**src/rtl/ms_tick_bcd_counter.sv**
```systemverilog
// ms_tick_bcd_counter
//   Advances a 4-digit BCD counter once every DIV pulses of the 1 ms tick strobe.
//   Counts up or down. Supports parallel load, synchronous clear, and either wrap or
//   halt at terminal count. Emits a one-cycle terminal-count strobe.
//   The count output feeds the segment-load/display path.
//
//   Optional feature macro: TICK_WDOG_EN. When defined, a missing-tick watchdog drives
//   tick_err. When undefined, tick_err is tied to 0.
//
// Parameters
//   DIV         ticks per count step (>= 1)
//   WRAP        1: wrap at terminal count, 0: halt there
//   WDOG_LIMIT  clk cycles without a tick before tick_err sets (watchdog builds only)
//
// Ports
//   clk       in   system clock
//   reset     in   asynchronous active-low reset
//   tick      in   1-cycle tick strobe
//   en        in   count enable (level)
//   up        in   1 = count up, 0 = count down
//   load      in   1-cycle load request, takes load_val
//   load_val  in   BCD load value {d3,d2,d1,d0}; digits above 9 are stored as 9
//   clear     in   1-cycle synchronous clear (beats load, which beats a step)
//   count     out  registered BCD count
//   tc        out  1-cycle strobe when a step wraps or reaches the halt value
//   running   out  1 while the FSM is in RUN
//   tick_err  out  sticky missing-tick flag
module ms_tick_bcd_counter #(
   parameter int unsigned DIV        = 10,
   parameter bit          WRAP       = 1'b1,
   parameter int unsigned WDOG_LIMIT = 100_010
) (
   input  logic        clk,
   input  logic        reset,
   input  logic        tick,
   input  logic        en,
   input  logic        up,
   input  logic        load,
   input  logic [15:0] load_val,
   input  logic        clear,
   output logic [15:0] count,
   output logic        tc,
   output logic        running,
   output logic        tick_err
);

   localparam int unsigned PW = (DIV > 1) ? $clog2(DIV) : 1;
   localparam logic [PW-1:0] PRESC_MAX = PW'(DIV - 1);

   typedef enum logic [1:0] {IDLE, RUN, HALT} state_t;

   state_t        state, state_next;
   logic [PW-1:0] presc;
   logic          active;
   logic          tick_cnt;
   logic          step;
   logic          terminal;
   logic          halt_step;

   // One BCD step with ripple carry (up) or borrow (down). 9999+1 gives 0000 and
   // 0000-1 gives 9999, so wrap needs no special case.
   function automatic logic [15:0] bcd_step(input logic [15:0] v, input logic dir_up);
      logic [15:0] r;
      logic        c;
      r = v;
      c = 1'b1;
      for (int i = 0; i < 4; i++) begin
         if (c) begin
            if (dir_up) begin
               if (v[i*4 +: 4] == 4'd9) r[i*4 +: 4] = 4'd0;
               else begin
                  r[i*4 +: 4] = v[i*4 +: 4] + 4'd1;
                  c = 1'b0;
               end
            end else begin
               if (v[i*4 +: 4] == 4'd0) r[i*4 +: 4] = 4'd9;
               else begin
                  r[i*4 +: 4] = v[i*4 +: 4] - 4'd1;
                  c = 1'b0;
               end
            end
         end
      end
      return r;
   endfunction

   // Saturate any non-decimal digit to 9.
   function automatic logic [15:0] bcd_clamp(input logic [15:0] v);
      logic [15:0] r;
      for (int i = 0; i < 4; i++)
         r[i*4 +: 4] = (v[i*4 +: 4] > 4'd9) ? 4'd9 : v[i*4 +: 4];
      return r;
   endfunction

   // Ticks count whenever en is high outside HALT. Using en directly, not the state,
   // counts a tick on the cycle en rises and drops a tick on the cycle en falls.
   assign active    = en && (state != HALT);
   assign tick_cnt  = active && tick;
   assign step      = tick_cnt && (presc == PRESC_MAX) && !load && !clear;
   assign terminal  = up ? (count == 16'h9999) : (count == 16'h0000);
   assign halt_step = step && terminal && !WRAP;

   // NOTE: sequential state uses non-blocking assignments so every register samples
   // pre-edge values regardless of process order.
   always_ff @(posedge clk or negedge reset) begin
      if (!reset) state <= IDLE;
      else        state <= state_next;
   end

   always_comb begin
      // NOTE: default assignment first so no path through the case infers a latch.
      state_next = state;
      unique case (state)
         IDLE:    if (halt_step) state_next = HALT;
                  else if (en)   state_next = RUN;
         RUN:     if (halt_step) state_next = HALT;
                  else if (!en)  state_next = IDLE;
         HALT:    if (clear || load) state_next = en ? RUN : IDLE;
         default: state_next = IDLE;
      endcase
   end

   always_comb begin
      running = (state == RUN);
   end

   always_ff @(posedge clk or negedge reset) begin
      if (!reset) begin
         count <= 16'h0000;
         tc    <= 1'b0;
         presc <= '0;
      end else begin
         tc <= step && terminal;

         if (clear)
            count <= 16'h0000;
         else if (load)
            count <= bcd_clamp(load_val);
         else if (step && !(terminal && !WRAP))
            count <= bcd_step(count, up);

         if (clear || load)
            presc <= '0;
         else if (tick_cnt)
            presc <= (presc == PRESC_MAX) ? '0 : presc + PW'(1);
      end
   end

`ifdef TICK_WDOG_EN
   localparam int unsigned WW = $clog2(WDOG_LIMIT + 1);
   localparam logic [WW-1:0] WD_MAX = WW'(WDOG_LIMIT);

   logic [WW-1:0] wdog_cnt;
   logic          wdog_inc;

   assign wdog_inc = en && (state != HALT) && !tick && !clear;

   // The counter saturates at the limit so it cannot roll over and hide a long gap.
   always_ff @(posedge clk or negedge reset) begin
      if (!reset) begin
         wdog_cnt <= '0;
         tick_err <= 1'b0;
      end else begin
         if (tick || clear)
            wdog_cnt <= '0;
         else if (wdog_inc && (wdog_cnt != WD_MAX))
            wdog_cnt <= wdog_cnt + WW'(1);

         if (clear)
            tick_err <= 1'b0;
         else if (wdog_inc && (wdog_cnt == WD_MAX - WW'(1)))
            tick_err <= 1'b1;
      end
   end
`else
   assign tick_err = 1'b0;
`endif

endmodule
```
**config.mk**
```make
export PLATFORM = sky130hd
export DESIGN_NAME = ms_tick_bcd_counter
export DESIGN_NICKNAME = d
export VERILOG_FILES = /design/src/rtl/ms_tick_bcd_counter.sv
export SDC_FILE = /design/constraint.sdc
export NUM_CORES = 1
export LEC_CHECK = 0
export ABC_CLOCK_PERIOD_IN_PS = 2000
export BUFFER_PORTS_ARGS = -buffer_cell sky130_fd_sc_hd__buf_4
export CAP_MARGIN = 20
export CORE_UTILIZATION = 45
export DETAILED_ROUTE_END_ITERATION = 10
export PLACE_DENSITY = 0.79
export SYNTH_ARGS = -nofsm -noshare
export SYNTH_HDL_FRONTEND = slang
export SYNTH_SLANG_ARGS = --single-unit
```
**constraint.sdc**
```tcl
create_clock -name clk -period 2 [get_ports clk]
set_input_delay 0.4 -clock clk [delete_from_list [all_inputs] [get_ports clk]]
set_output_delay 0.4 -clock clk [all_outputs]
set_load 0.01 [all_outputs]
```
==> results by group <==
Outcome
  – Status: completed

Drt
  – DRT met1 WL: 2550 um
  – First-pass DRT Iterations: 5
  – Detail Route Antenna Nets: 0
  – Routed wire length: 5523 um
  – Metal2 WL: 2556 um
  – Max Used Layer: met4
  – DR vias: 2,163
  – Met3 WL: around 360 um
  – Drt drc: 0
  – Vias/cell: 6.025
  – Initial DRC Count: 265
  – Routed wire per std cell: 15.38 um

Timing
  – Final hold violations: 0
  – Post-Route Skew: 0.004090 ns
  – Min Tclk post-route: about 2.0 ns
  – Fin. max-slew vios: 0
  – Setup TNS: 0 ns
  – Final setup vio count: 0
  – Fin crit share: 0.9845
  – Max frequency: 0.5079 GHz
  – Hold slack: roughly 0.0097 ns

Global route
  – Tot GR Track Use: 0.2256
  – Vias in the first global route: approximately 1,900
  – Antenna violations before repair: 0
  – First-pass GRT wire length: about 8900 um
  – Pin count of the biggest net entering global routing: 23
  – Congestion Overflow GR: 0

Clock network
  – Clock transition at path regs: 0.09 ns
  – CTS Sinks: 22
  – Root Driver: clkbuf_8
  – TritonCTS clock tree: done
  – Clock buffer depth: 2
  – Clk_lat worst skew: between 0.2 and 0.3 ns
  – Hold bufs inserted after CTS: 0
  – CTS H-tree lvls: 1
  – CTS Buf Count: 3

Synth
  – Synth area leader: dfrtp_1
  – Number of distinct library cells after synthesis: 60
  – Top cell type's share of synthesized area: 0.2676
  – Warnings, synthesis: 0
  – Seq/Total Area, Yosys: 0.2676
  – Mapped Nets: approximately 290
  – Main synth FF type: dfrtp_1
  – Cells after Synth: 253
  – Avg Cell Area, Syn: 8.130 um^2
  – Mapped Area: approximately 2100 um^2
  – Register bit total from synthesis: 22
  – Number of flops mapped to enable cells by yosys: 0
  – Synth area leaders: dfrtp_1 (27%), ha_1 (7.9%), a21oi_1 (5.4%)
  – Asr flop ratio synth: 1.000

Final layout
  – Share of layout cells above drive strength 1: 0.3225
  – Fillers: approximately 400
  – Most frequent cells in the layout: buf_4 (69), nor2_1 (22), a21oi_1 (22), dfrtp_1 (21), nand2_1 (19)
  – Finished Core Util: 0.5942
  – Layout area overhead: 26.64%
  – Fin nets: 344
  – Diodes inserted: 0
  – Leading cell type in the layout, fill and taps excluded: buf_4

Critical path
  – Crit path DAT: 2.11 ns
  – Crit path kind: reg -> reg
  – Delay-heaviest family, CP: compound AO/OA/AOI/OAI gates
  – Crit. End Element: register
  – Slowest stage cell, crit path: dfrtp_2
  – Worst flop-to-flop path endpoint: count[12]
  – Worst Path Buf+Inv: 1
  – Critical path fanouts, max: 5
  – CP cell instances: inv_2 -> ha_2 -> or3b_4 -> a21oi_4 -> o2111a_4 -> mux2i_1 -> a221oi_2
  – CP endpoint: count[12]
  – Stages on the worst setup path: 7
  – Worst reg2reg path startpoint: count[4]
  – Worst path required time: 2.14 ns
  – R2r setup slk: 0.03 ns
  – Max incr delay on CP: 0.44 ns
  – FF-to-FF path depth: 7
  – Crit path from: count[4]
  – Crit path launch type: register

Power
  – P per Cell Area: 528.0 nW/um^2
  – Worst vdd ir: 0.0002807 V
  – Leakage: 1.171 nW

Floorplanning
  – Die Y: 69.61 um
  – Die X: 69.61 um
  – Core Region: 4384 um^2
  – Top-Level Pins: 42
  – Initial Utilization: 0.4692
  – Num rows: 24
  – Die area: ~4800 um^2

Worst hold path
  – Min-delay worst type: in -> async

Place
  – Gpl congestion: 0.8714
  – # port buffers: 40
  – DPL Wire Length: 3991 um

Run
  – Total of max-cap violations: 0
synthesized netlist by cell type (all sizes together) (5+ instances only):
master and count:
a21oi 23, a221oi 5, a31oi 6, buf 5, clkbuf 14, dfrtp 22, ha 13, inv 16
nand2 19, nand3 13, nor2 23, nor3 12, o211ai 6, o21ai 11
logic make-up (layout without fill, tap and decap cells):
group	Yosys count	after routing	share of synthesized area
AOI/OAI and AO/OA	83	83	0.2871
xor gates and xnor gates	2	2	0.008517
adders and majority gates	13	13	0.07908
buffers and inverters	35	89	0.1016
DFF	22	22	0.2676
muxes	3	3	0.01460
other	1	1	0.001823
and+or+nand+nor	94	94	0.2397
power breakdown:
part           leakage, nW  internal (mW)  switching, mW
Sequential           0.290          0.468         0.0369
Combinational        0.845          0.215          0.232
Clock               0.0357          0.268          0.157
Total                 1.17          0.950          0.425
metrics by stage:
| stage | instances | total power [mW] | worst slack, ns | instance area, um^2 |
|---|---|---|---|---|
| floorplan | 253 | 0.7671 | 0.02427 | 2058 |
| global placement | 351 | 0.9274 | 0.1040 | 2462 |
| detailed placement | 351 | 0.9326 | 0.03160 | 2462 |
| CTS | 355 | 1.354 | 0.004621 | 2534 |
| global route | 359 | 1.451 | -0.02090 | 2605 |
| finish | 359 | 1.375 | 0.03099 | 2605 |
layer usage:
layer  global-route usage  vias to the layer above
li1                     -                     1038
met1               0.3300                     1017
met2               0.3474                      102
met3              0.03198                        6
met4              0.06222                        0
met5                    0                        -
cell type report:
| type | instances | area, um^2 | area share |
|---|---|---|---|
| Sequential cell | 22 | 551.8 | 0.2118 |
| Multi-Input combinational cell | 196 | 1339 | 0.5139 |
| Clock buffer | 3 | 41.29 | 0.01585 |
| Clock inverter | 1 | 30.03 | 0.01153 |
| Timing Repair Buffer | 69 | 518.0 | 0.1988 |
| Inverter | 16 | 60.06 | 0.02305 |
| Tap cell | 52 | 65.06 | 0.02498 |
flip-flops by register name (all words and copies together), names as in the netlist:
name / flops
tc: 1
state: 1
presc: 4
count: 16
what timing repair did:
item,CTS,global route
gates resized for setup,0,12
buffers inserted,0,4
setup endpoints to repair,0,12
how the worst min path moves through the flow:
stage / slack, ns / end / cells after the start / from
floorplan: 0.10 / count[0] / 0 / reset
global placement: 0.30 / presc[2] / 1 / reset
detailed placement: 0.31 / state[0] / 1 / reset
global route: 0.03 / presc[2] / 1 / reset
CTS: 0.02 / presc[2] / 1 / reset
finish: 0.01 / presc[2] / 1 / reset
Note: power is estimated with default switching activity, not from simulation.
